**src/rtl/cmd_frame_pkg.sv**
```systemverilog
// Shared definitions for the command-frame controller: opcode values,
// the controller/serializer state encoding and small decode helpers.
package cmd_frame_pkg;

    localparam logic [7:0] OP_WRITE     = 8'hAA;
    localparam logic [7:0] OP_READ      = 8'hBB;
    localparam logic [7:0] OP_ALU_OPS   = 8'hCC;
    localparam logic [7:0] OP_ALU_NOOPS = 8'hDD;
    localparam logic [7:0] OP_BURST     = 8'hEE;

    // One encoding is shared by the frame FSM and the TX serializer so both
    // can be read against the same state names; IDLE doubles as the
    // serializer's "nothing to send" state.
    typedef enum logic [3:0] {
        IDLE,
        GET_ADDR,
        GET_DATA,
        GET_CNT,
        GET_A,
        GET_B,
        GET_FUN,
        RD_WAIT,
        ALU_WAIT,
        TX_LOAD,
        TX_WAIT_HI,
        TX_WAIT_LO
    } state_e;

    // Which command owns the frame; the address/data states are shared
    // between write, read and burst, so the frame FSM needs to remember it.
    typedef enum logic [1:0] {
        CMD_NONE,
        CMD_WRITE,
        CMD_READ,
        CMD_BURST
    } cmd_e;

    // True in every state that is waiting for another RX word of a frame.
    function automatic logic isGetState(input state_e s);
        logic result;
        case (s)
            GET_ADDR, GET_DATA, GET_CNT, GET_A, GET_B, GET_FUN: result = 1'b1;
            default:                                            result = 1'b0;
        endcase
        return result;
    endfunction

endpackage

```
**src/rtl/cmd_tx_seq.sv**
```systemverilog
// TX word serializer: sends one or two DATA_WIDTH words (low word first)
// using the TX_Valid / Busy handshake, then reports completion.
module cmd_tx_seq
    import cmd_frame_pkg::*;
#(
    parameter int DATA_WIDTH = 8
) (
    input  logic                      clock_i,
    input  logic                      reset_i,
    input  logic                      start_i,
    input  logic [2*DATA_WIDTH-1:0]   word_i,
    input  logic                      twoWords_i,
    input  logic                      busy_i,
    output logic [DATA_WIDTH-1:0]     pData_o,
    output logic                      valid_o,
    output logic                      done_o
);

    state_e                    state_q, state_d;
    logic [2*DATA_WIDTH-1:0]   buf_q, buf_d;
    logic                      twoWords_q, twoWords_d;
    logic                      wordIdx_q, wordIdx_d;

    // Handshake sequencing: load the payload on start, present a word while
    // the transmitter is free, then wait for its busy pulse to rise and fall
    // before moving to the next word or signalling completion.
    always_comb begin
        state_d    = state_q;
        buf_d      = buf_q;
        twoWords_d = twoWords_q;
        wordIdx_d  = wordIdx_q;
        pData_o    = '0;
        valid_o    = 1'b0;
        done_o     = 1'b0;
        case (state_q)
            IDLE: begin
                if (start_i) begin
                    buf_d      = word_i;
                    twoWords_d = twoWords_i;
                    wordIdx_d  = 1'b0;
                    state_d    = TX_LOAD;
                end
            end
            TX_LOAD: begin
                if (!busy_i) begin
                    valid_o = 1'b1;
                    pData_o = wordIdx_q ? buf_q[2*DATA_WIDTH-1:DATA_WIDTH]
                                        : buf_q[DATA_WIDTH-1:0];
                    state_d = TX_WAIT_HI;
                end
            end
            TX_WAIT_HI: begin
                if (busy_i) begin
                    state_d = TX_WAIT_LO;
                end
            end
            TX_WAIT_LO: begin
                if (!busy_i) begin
                    if (twoWords_q && !wordIdx_q) begin
                        wordIdx_d = 1'b1;
                        state_d   = TX_LOAD;
                    end else begin
                        done_o  = 1'b1;
                        state_d = IDLE;
                    end
                end
            end
            default: state_d = IDLE;
        endcase
    end

    // Serializer state and payload registers, cleared by reset even mid-word.
    always_ff @(posedge clock_i) begin
        if (reset_i) begin
            state_q    <= IDLE;
            buf_q      <= '0;
            twoWords_q <= 1'b0;
            wordIdx_q  <= 1'b0;
        end else begin
            state_q    <= state_d;
            buf_q      <= buf_d;
            twoWords_q <= twoWords_d;
            wordIdx_q  <= wordIdx_d;
        end
    end

endmodule

```
**src/rtl/cmd_frame_ctrl.sv**
```systemverilog
// Command-frame controller: decodes RX command frames, drives the register
// file and ALU, and hands read/ALU results to the TX serializer.
// Optional feature: define CMD_TIMEOUT_EN to abort a frame (Err pulse,
// back to IDLE) after TIMEOUT_CYCLES cycles without an RX word.
module cmd_frame_ctrl
    import cmd_frame_pkg::*;
#(
    parameter int DATA_WIDTH     = 8,
    parameter int ADDR_WIDTH     = 4,
    parameter int FUN_WIDTH      = 4,
    parameter int TIMEOUT_CYCLES = 1024
) (
    input  logic                      CmdCtrl_CLK,
    input  logic                      CmdCtrl_RST,
    input  logic [DATA_WIDTH-1:0]     CmdCtrl_RX_PData,
    input  logic                      CmdCtrl_RX_Valid,
    input  logic [DATA_WIDTH-1:0]     CmdCtrl_RdData,
    input  logic                      CmdCtrl_RdData_Valid,
    input  logic [2*DATA_WIDTH-1:0]   CmdCtrl_ALU_Out,
    input  logic                      CmdCtrl_ALU_Valid,
    input  logic                      CmdCtrl_Busy,
    output logic [DATA_WIDTH-1:0]     CmdCtrl_TX_PData,
    output logic                      CmdCtrl_TX_Valid,
    output logic [DATA_WIDTH-1:0]     CmdCtrl_WrData,
    output logic [ADDR_WIDTH-1:0]     CmdCtrl_Addr,
    output logic                      CmdCtrl_Wr_en,
    output logic                      CmdCtrl_Rd_en,
    output logic [FUN_WIDTH-1:0]      CmdCtrl_ALU_Fun,
    output logic                      CmdCtrl_ALU_en,
    output logic                      CmdCtrl_CLK_en,
    output logic                      CmdCtrl_CLK_div_en,
    output logic                      CmdCtrl_Err
);

    // Burst count is one bit wider so that N = 0 can stand for 2^DATA_WIDTH.
    localparam logic [DATA_WIDTH:0] BURST_FULL = {1'b1, {DATA_WIDTH{1'b0}}};
    localparam logic [DATA_WIDTH:0] BURST_LAST = (DATA_WIDTH+1)'(1);

    state_e                    state_q, state_d;
    cmd_e                      cmd_q, cmd_d;
    logic [ADDR_WIDTH-1:0]     addr_q, addr_d;
    logic [ADDR_WIDTH-1:0]     nextAddr_q, nextAddr_d;
    logic [DATA_WIDTH-1:0]     wrData_q, wrData_d;
    logic [DATA_WIDTH:0]       burstCnt_q, burstCnt_d;
    logic [FUN_WIDTH-1:0]      fun_q, fun_d;
    logic                      wrEn_q, wrEn_d;
    logic                      rdEn_q, rdEn_d;
    logic                      aluEn_q, aluEn_d;
    logic                      clkEn_q, clkEn_d;
    logic                      err_q, err_d;

    logic                      txStart;
    logic [2*DATA_WIDTH-1:0]   txWord;
    logic                      txTwoWords;
    logic                      txDone;
    logic                      timeoutHit;

    logic [7:0]                rxOpcode;
    logic [ADDR_WIDTH-1:0]     rxAddr;

    assign rxOpcode = CmdCtrl_RX_PData[7:0];
    assign rxAddr   = CmdCtrl_RX_PData[ADDR_WIDTH-1:0];

`ifdef CMD_TIMEOUT_EN
    localparam int TW = $clog2(TIMEOUT_CYCLES + 1);

    logic [TW-1:0] idleCnt_q, idleCnt_d;

    // Count silent cycles while a frame is half-received; any RX word or
    // leaving the GET_* states restarts the count.
    always_comb begin
        idleCnt_d  = '0;
        timeoutHit = 1'b0;
        if (isGetState(state_q) && !CmdCtrl_RX_Valid) begin
            idleCnt_d = idleCnt_q + 1'b1;
            if (idleCnt_q == TW'(TIMEOUT_CYCLES - 1)) begin
                timeoutHit = 1'b1;
                idleCnt_d  = '0;
            end
        end
    end

    // Silent-cycle counter register.
    always_ff @(posedge CmdCtrl_CLK) begin
        if (CmdCtrl_RST) begin
            idleCnt_q <= '0;
        end else begin
            idleCnt_q <= idleCnt_d;
        end
    end
`else
    assign timeoutHit = 1'b0;
`endif

    // Frame decoding: one state step per accepted RX word; strobes are
    // registered so each fires in the cycle after the word that caused it.
    always_comb begin
        state_d    = state_q;
        cmd_d      = cmd_q;
        addr_d     = addr_q;
        nextAddr_d = nextAddr_q;
        wrData_d   = wrData_q;
        burstCnt_d = burstCnt_q;
        fun_d      = fun_q;
        wrEn_d     = 1'b0;
        rdEn_d     = 1'b0;
        aluEn_d    = 1'b0;
        err_d      = 1'b0;
        clkEn_d    = clkEn_q;
        txStart    = 1'b0;
        txWord     = '0;
        txTwoWords = 1'b0;
        case (state_q)
            IDLE: begin
                if (CmdCtrl_RX_Valid) begin
                    case (rxOpcode)
                        OP_WRITE: begin
                            cmd_d   = CMD_WRITE;
                            state_d = GET_ADDR;
                        end
                        OP_READ: begin
                            cmd_d   = CMD_READ;
                            state_d = GET_ADDR;
                        end
                        OP_BURST: begin
                            cmd_d   = CMD_BURST;
                            state_d = GET_ADDR;
                        end
                        OP_ALU_OPS: begin
                            cmd_d   = CMD_NONE;
                            state_d = GET_A;
                        end
                        OP_ALU_NOOPS: begin
                            cmd_d   = CMD_NONE;
                            state_d = GET_FUN;
                        end
                        default: begin
                            cmd_d = CMD_NONE;
                            err_d = 1'b1;
                        end
                    endcase
                end
            end
            GET_ADDR: begin
                if (CmdCtrl_RX_Valid) begin
                    nextAddr_d = rxAddr;
                    case (cmd_q)
                        CMD_READ: begin
                            addr_d  = rxAddr;
                            rdEn_d  = 1'b1;
                            state_d = RD_WAIT;
                        end
                        CMD_BURST: state_d = GET_CNT;
                        default:   state_d = GET_DATA;
                    endcase
                end
            end
            GET_CNT: begin
                if (CmdCtrl_RX_Valid) begin
                    burstCnt_d = (CmdCtrl_RX_PData == '0) ? BURST_FULL
                                                          : {1'b0, CmdCtrl_RX_PData};
                    state_d    = GET_DATA;
                end
            end
            GET_DATA: begin
                if (CmdCtrl_RX_Valid) begin
                    addr_d   = nextAddr_q;
                    wrData_d = CmdCtrl_RX_PData;
                    wrEn_d   = 1'b1;
                    if (cmd_q == CMD_BURST) begin
                        nextAddr_d = nextAddr_q + 1'b1;
                        burstCnt_d = burstCnt_q - 1'b1;
                        if (burstCnt_q == BURST_LAST) begin
                            state_d = IDLE;
                        end
                    end else begin
                        state_d = IDLE;
                    end
                end
            end
            GET_A: begin
                if (CmdCtrl_RX_Valid) begin
                    addr_d   = '0;
                    wrData_d = CmdCtrl_RX_PData;
                    wrEn_d   = 1'b1;
                    state_d  = GET_B;
                end
            end
            GET_B: begin
                if (CmdCtrl_RX_Valid) begin
                    addr_d   = ADDR_WIDTH'(1);
                    wrData_d = CmdCtrl_RX_PData;
                    wrEn_d   = 1'b1;
                    state_d  = GET_FUN;
                end
            end
            GET_FUN: begin
                if (CmdCtrl_RX_Valid) begin
                    fun_d   = CmdCtrl_RX_PData[FUN_WIDTH-1:0];
                    aluEn_d = 1'b1;
                    clkEn_d = 1'b1;
                    state_d = ALU_WAIT;
                end
            end
            RD_WAIT: begin
                if (CmdCtrl_RdData_Valid) begin
                    txStart    = 1'b1;
                    txWord     = {{DATA_WIDTH{1'b0}}, CmdCtrl_RdData};
                    txTwoWords = 1'b0;
                    state_d    = TX_LOAD;
                end
            end
            ALU_WAIT: begin
                if (CmdCtrl_ALU_Valid) begin
                    clkEn_d    = 1'b0;
                    txStart    = 1'b1;
                    txWord     = CmdCtrl_ALU_Out;
                    txTwoWords = 1'b1;
                    state_d    = TX_LOAD;
                end
            end
            // The serializer owns the detailed TX handshake; the frame FSM
            // parks here (ignoring RX) until it reports the last word sent.
            TX_LOAD: begin
                if (txDone) begin
                    state_d = IDLE;
                end
            end
            default: state_d = IDLE;
        endcase
        if (timeoutHit) begin
            state_d = IDLE;
            cmd_d   = CMD_NONE;
            err_d   = 1'b1;
        end
    end

    // Frame state, holding registers and registered strobes; reset clears
    // everything so a frame or transmission in flight is abandoned.
    always_ff @(posedge CmdCtrl_CLK) begin
        if (CmdCtrl_RST) begin
            state_q    <= IDLE;
            cmd_q      <= CMD_NONE;
            addr_q     <= '0;
            nextAddr_q <= '0;
            wrData_q   <= '0;
            burstCnt_q <= '0;
            fun_q      <= '0;
            wrEn_q     <= 1'b0;
            rdEn_q     <= 1'b0;
            aluEn_q    <= 1'b0;
            clkEn_q    <= 1'b0;
            err_q      <= 1'b0;
        end else begin
            state_q    <= state_d;
            cmd_q      <= cmd_d;
            addr_q     <= addr_d;
            nextAddr_q <= nextAddr_d;
            wrData_q   <= wrData_d;
            burstCnt_q <= burstCnt_d;
            fun_q      <= fun_d;
            wrEn_q     <= wrEn_d;
            rdEn_q     <= rdEn_d;
            aluEn_q    <= aluEn_d;
            clkEn_q    <= clkEn_d;
            err_q      <= err_d;
        end
    end

    cmd_tx_seq #(
        .DATA_WIDTH (DATA_WIDTH)
    ) u_txSeq (
        .clock_i    (CmdCtrl_CLK),
        .reset_i    (CmdCtrl_RST),
        .start_i    (txStart),
        .word_i     (txWord),
        .twoWords_i (txTwoWords),
        .busy_i     (CmdCtrl_Busy),
        .pData_o    (CmdCtrl_TX_PData),
        .valid_o    (CmdCtrl_TX_Valid),
        .done_o     (txDone)
    );

    assign CmdCtrl_WrData     = wrData_q;
    assign CmdCtrl_Addr       = addr_q;
    assign CmdCtrl_Wr_en      = wrEn_q;
    assign CmdCtrl_Rd_en      = rdEn_q;
    assign CmdCtrl_ALU_Fun    = fun_q;
    assign CmdCtrl_ALU_en     = aluEn_q;
    assign CmdCtrl_CLK_en     = clkEn_q;
    assign CmdCtrl_Err        = err_q;
    assign CmdCtrl_CLK_div_en = 1'b1;

endmodule

```
**config.mk**
```make
export PLATFORM = sky130hd
export DESIGN_NAME = cmd_frame_ctrl
export DESIGN_NICKNAME = d
export VERILOG_FILES = /design/src/rtl/cmd_frame_pkg.sv /design/src/rtl/cmd_tx_seq.sv /design/src/rtl/cmd_frame_ctrl.sv
export SDC_FILE = /design/constraint.sdc
export NUM_CORES = 1
export LEC_CHECK = 0
export CAP_MARGIN = 20
export CORE_UTILIZATION = 40
export DETAILED_ROUTE_END_ITERATION = 8
export SETUP_SLACK_MARGIN = 0.1
export SYNTH_ARGS = -nofsm -noshare
export SYNTH_HDL_FRONTEND = slang
export SYNTH_HIERARCHICAL = 1
export SYNTH_SLANG_ARGS = --single-unit
```
**constraint.sdc**
```tcl
create_clock -name CmdCtrl_CLK -period 3.2 [get_ports CmdCtrl_CLK]
set_clock_uncertainty 0.05 [all_clocks]
set_input_delay 0.64 -clock CmdCtrl_CLK [delete_from_list [all_inputs] [get_ports CmdCtrl_CLK]]
set_output_delay 0.64 -clock CmdCtrl_CLK [all_outputs]
set_load 0.01 [all_outputs]
```
; Word level (Yosys, flattened, before mapping)
; Cells that the tools add are included.
[totals]
register_bits = 62
inputBits = 38
output_inout_bits = 31
[classes]
n_mux = 62
n_bitwise = 5
n_eq_ne = 39
addsub = 2
reduce_logical = 28
[op_table]
columns = cell, count
row1 = 2-to-1 mux 4 bit, 25
row2 = "equality test 8 bit, second input constant", 5
row3 = case mux 4 bit (10 select lines), 1
row4 = 2-to-1 mux 9 bit, 4
row5 = 2-to-1 mux 8 bit, 4
row6 = "!= test 2 bit, second input constant", 16
row7 = case mux 16 bit (2 select lines), 1
row8 = case mux 4 bit (4 select lines), 2
row9 = "equality test 4 bit, second input constant", 5
row10 = case mux 9 bit (2 select lines), 1
row11 = "equality test 4 x 3 -> 1 bit, second input constant", 4
row12 = 2-to-1 mux 1 bit, 16
row13 = 2-to-1 mux 16 bit, 1
row14 = AND reduction 4 bit, 4
row15 = case mux 4 bit (3 select lines), 1
row16 = AND reduction 12 bit, 1
row17 = OR reduction 3 bit, 4
row18 = "equality test 9 x 1 -> 1 bit, second input constant", 1
row19 = "subtractor 9 x 1 -> 9 bit, second input constant", 1
row20 = "equality test 4 x 2 -> 1 bit, second input constant", 2
row21 = zero test 4 bit, 2
row22 = zero test 8 bit, 1
row23 = case mux 4 bit (2 select lines), 1
row24 = AND reduction 2 bit, 4
row25 = 18 further kinds, 29

; Logic depth before layout (Yosys ltp)
[depth]
depth_word = 7
mapped_depth = 11

; Modules after synthesis
; The synthesis kept the hierarchy.
[by_module_without_submodules]
columns = module, area_per_inst_um2, cells_per_inst, instances, seq_area_each_um2
row1 = cmd_frame_ctrl, 2393.5, 289, 1, 800.8
row2 = cmd_tx_seq, 983.4, 121, 1, 420.4

; Worst setup path after synthesis
; No wires, ideal clock.
[synth_timing]
path_kind = register -> register
startpoint = register state_q[2] (netlist name)
endpoint = register u_txSeq.buf_q[0]
path_buffers = 5
path_slack_ns = 0.943
setup_time_ns = 0.132
path_stages_with_launch = 11
arrival_time_ns = 2.075
required_time_ns = 3.018
synth_period_minus_slack_ns = 2.257
cell_sequence = dfxtp_1 -> buf_2 -> buf_2 -> and4_1 -> clkbuf_1 -> or2_2 -> or4b_4 -> buf_6 -> buf_8 -> nand2_1 -> a21oi_1
[synth_rtl]
columns = element, line_no
row1 = "end signal, assigned", cmd_tx_seq.sv:81  ; buf_q <= buf_d;
row2 = "end, declared", cmd_tx_seq.sv:20  ; logic [2*DATA_WIDTH-1:0] buf_q, buf_d;

; Worst setup path after layout
[layout_timing]
startpoint = input CmdCtrl_Busy
endpoint = output CmdCtrl_TX_PData[5]
[layout_via]
elab_chain_len = 2
[layout_rtl]
columns = element, line_no
row1 = "start, declared", cmd_frame_ctrl.sv:21  ; input logic CmdCtrl_Busy,
row2 = 2-to-1 mux 8 bit, cmd_tx_seq.sv:45  ; if (!busy_i) begin
row3 = 2-to-1 mux 8 bit, cmd_tx_seq.sv:35  ; case (state_q)
row4 = "end, declared", cmd_frame_ctrl.sv:22  ; output logic [DATA_WIDTH-1:0] CmdCtrl_TX_PData,
; No other way between the ends.

==> impl_metrics.toml <==
[timing]
final.setup.tns_ns = 0
drv_slew = 0
rsz0062_at_grt = "yes"
tightest_slew_ns = 0.7485
worst_slack_ns = 0.2018
hold_viol_final = 0
fin_crit_sh_pct = 93.69
relSlewSlack_pct = 49.99
max_freq_mhz = 333.5
setup_viol = 0
min_period_ns = 2.998

[final_layout]
num_antenna_cells = 0
seq_area_um2 = 1221
layout-drive-gt1-share_pct = 11.37
stdcell_count = 580
fillers = 811
layout.nets = 511
areaGrowthSynthToFinish_pct = 26.82
final_area_um2 = 4283
multi_input_area_um2 = 1957

[clock_tree]
cts-htree-levels = 3
cts_hold_buffers = 0
cts_buffer_depth = 2
clock-sinks = 61
clkTransAtPathRegs_ns = 0.07
clk-insertion-delay-late_ns = 0.35
numCtsBuffers = 9
clockRootBuffer = "clkbuf_8"
cts_tree = "done"

[die]
rows = 33
die_w_um = 93.88
die-area_um2 = 8813
core_um2 = 8175
dieHeight_um = 93.88
num_io_pins = 69
initial_core_util_pct = 41.31

[run]
cap_violations = 0

[pwr]
leakage_uw = 0.001539
p_per_area_nw_per_um2 = 397.9
ir_drop_mv = 0.2901

[critical_path]
cp.required_ns = 2.51
critPathBufInv = 2
crit_slowest_cell = "clkdlybuf4s50_1"
crit_arrival_ns = 2.31
critPathMaxStageDelay_ns = 0.54
crit_type = "in -> out"
crit_path_frequent_cell = "clkdlybuf4s50_1"
cp-end-kind = "primary output"
start_kind = "input pin"
path_delay_family = "buffers and inverters"
worstPathMaxFanout = 5
path_cells = "clkdlybuf4s50_1 > nor2b_2 > nand3_1 > nor2_1 > clkdlybuf4s50_1"

[synth]
yosysTopAreaCellShare_pct = 36.16
synth.avg_cell_area_um2 = 8.237
synth_edf_count = 0
syn-num-nets = 451
ys_types = 66
synth_area_leader_cell = "dfxtp_1"
ys_ff_latch = 61
ys_async_sr_fraction_pct = 0
syn-instance-count = 410
ys_top_cells_by_area = "dfxtp_1 36%, mux2i_1 7.7%, a21oi_1 7.4%, nand2_1 6.3%, nor2_1 4.7%"
synth_area_um2 = 3377
synth_flop_cell = "dfxtp_1"
ys_seq_area_share_pct = 36.16
ys_warn_count = 6

[placement]
place_ws_ns = 0.1289
hpwl_um = 6145
placed_area_um2 = 4079
dp_cells = 563
gp_congestion = 0.7953
numPortBuffers = 67

[detailed_routing]
drt_pass1_iterations = 4
avgRoutedWirePerCell_um = 15.27
dr_total_vias = 3111
vias_per_cell = 5.364
drc = 0
drt-initial-drc-count = 158
drtAntennaViolNets = 0
drt_wl_total_um = 8857

[global_route]
grt_use_total_pct = 21.03
antenna_found_initial = 0
grt_first_pass_wirelength_um = 14320
grt_max_degree = 39
grt-ovfl-total = 0
first_global_vias = 2912

[run_status]
status = "completed"

[hold_path]
hold_class = "reg -> reg"
[repair_timing]
item / CTS / global route
endpoints found under the hold margin: 0 / 0
gates resized for setup: 0 / 2
setup endpoints to repair: 0 / 9
buffers inserted: 0 / 0
[flip-flops by register name, indices dropped and copies added, names as in the netlist, 2 cells and up]
register / cells
CmdCtrl_ALU_Fun: 4
state_q: 4
cmd_q: 2
burstCnt_q: 9
nextAddr_q: 4
CmdCtrl_Addr: 4
u_txSeq/buf_q: 16
u_txSeq/state_q: 3
CmdCtrl_WrData: 8
[cells in the final DEF, fill, tap and decap left out, drive strengths merged, types with 2 or more instances in the layout]
master,netlist,layout
a22o,12,12
and4,2,2
clkinv,1,4
nor4,8,8
and3,8,8
nand4,5,5
ha,3,3
a31oi,3,3
nor3b,3,3
a21o,4,4
mux2i,26,26
a211oi,3,3
or4b,3,3
a21oi,50,50
or2,2,2
nand2,59,59
nor2,43,43
dfxtp,61,61
nand3b,5,5
nor3,10,10
clkdlybuf4s50,0,66
a221oi,2,2
o21ai,16,16
nand2b,5,5
nand3,6,7
nand4b,2,2
clkinvlp,0,2
clkbuf,13,10
nor2b,4,4
xnor2,4,4
o21a,2,2
and2,2,2
or4,3,3
inv,6,6
buf,18,13
nor4b,3,3
[power breakdown]
| part | total [uW] | switching [uW] | internal [uW] |
|---|---|---|---|
| sequential | 792 | 20.7 | 771 |
| combinational | 234 | 116 | 117 |
| clock | 679 | 321 | 358 |
| total | 1700 | 458 | 1250 |
[Yosys cell counts, types with 3 or more instances]
cell / number
xnor2_1: 4
a21o_1: 4
and3_1: 8
o21ai_0: 8
nor4_1: 5
inv_1: 6
o21ai_1: 7
buf_6: 5
dfxtp_1: 61
mux2i_1: 26
nand3_1: 6
nor2_1: 42
buf_2: 10
nand3b_1: 5
ha_1: 3
a21oi_1: 50
nor3_1: 10
nand4_1: 5
nand2b_1: 5
nor2b_1: 4
clkbuf_1: 13
nand2_1: 57
a22o_1: 12
[metal layers]
layer / vias up / GRT usage (%) / routed length [um]
li1: 1574 / - / -
met1: 1454 / 27.44 / 4137
met2: 72 / 34.12 / 4181
met3: 11 / 3.560 / 393
met4: 0 / 8.846 / 145
met5: - / 0 / 0
[final timing paths]
| path | end | from | depth (start not counted) | slack (ns) |
|---|---|---|---|---|
| max | CmdCtrl_TX_PData[5] | CmdCtrl_Busy | 5 | 0.20 |
| min | u_txSeq/buf_q[3]$_SDFFE_PP0P_ | u_txSeq/buf_q[3]$_SDFFE_PP0P_ | 2 | 0.41 |
| max reg2reg | u_txSeq/buf_q[4]$_SDFFE_PP0P_ | state_q[3]$_SDFFE_PP0P_ | 9 | 0.74 |
| min reg2reg | u_txSeq/buf_q[3]$_SDFFE_PP0P_ | u_txSeq/buf_q[3]$_SDFFE_PP0P_ | 2 | 0.41 |
[cells by family (layout without fill, tap and decap cells)]
family                   Yosys count  in the layout  share of synthesized area [%]
XOR/XNOR                           4              4                          1.037
AO/OA/AOI/OAI                     99             99                          18.90
other                              1              1                         0.1110
buffers and inverters             38            102                          6.261
AND/OR/NAND/NOR                  178            179                          28.71
flip-flops                        61             61                          36.16
multiplexers                      26             26                          7.707
adder cells (fa/ha/maj)            3              3                          1.112
[through the flow]
| step | power, uW | hold slack (ns) | utilization [%] |
|---|---|---|---|
| floorplan | 947.5 | 0.3857 | - |
| global placement | 1039 | 0.3923 | 49.89 |
| detailed placement | 1043 | 0.3989 | 49.89 |
| CTS | 1720 | 0.4087 | 52.23 |
| global route | 1780 | 0.4317 | 52.39 |
| finish | 1704 | 0.4053 | 52.39 |
[final cells by class]
class                   instances  share of cell area [%]
well taps                     105                   3.067
inverters                       7                  0.6135
repair buffers                 79                   17.65
clock inverters                 6                   1.490
clock buffers                  10                   2.980
flip-flops and latches         61                   28.51
multi-input cells             312                   45.69
[worst reg2reg max path, cell delays in order (launching register included)]
cell	delay (ns)
dfxtp_1	0.68
nand2b_1	0.14
nor3_1	0.16
buf_4	0.20
nand2_1	0.12
clkinv_1	0.08
or2_2	0.11
or4b_4	0.59
nand2_1	0.12
a21oi_1	0.07
(Power assumes the default switching activity.)
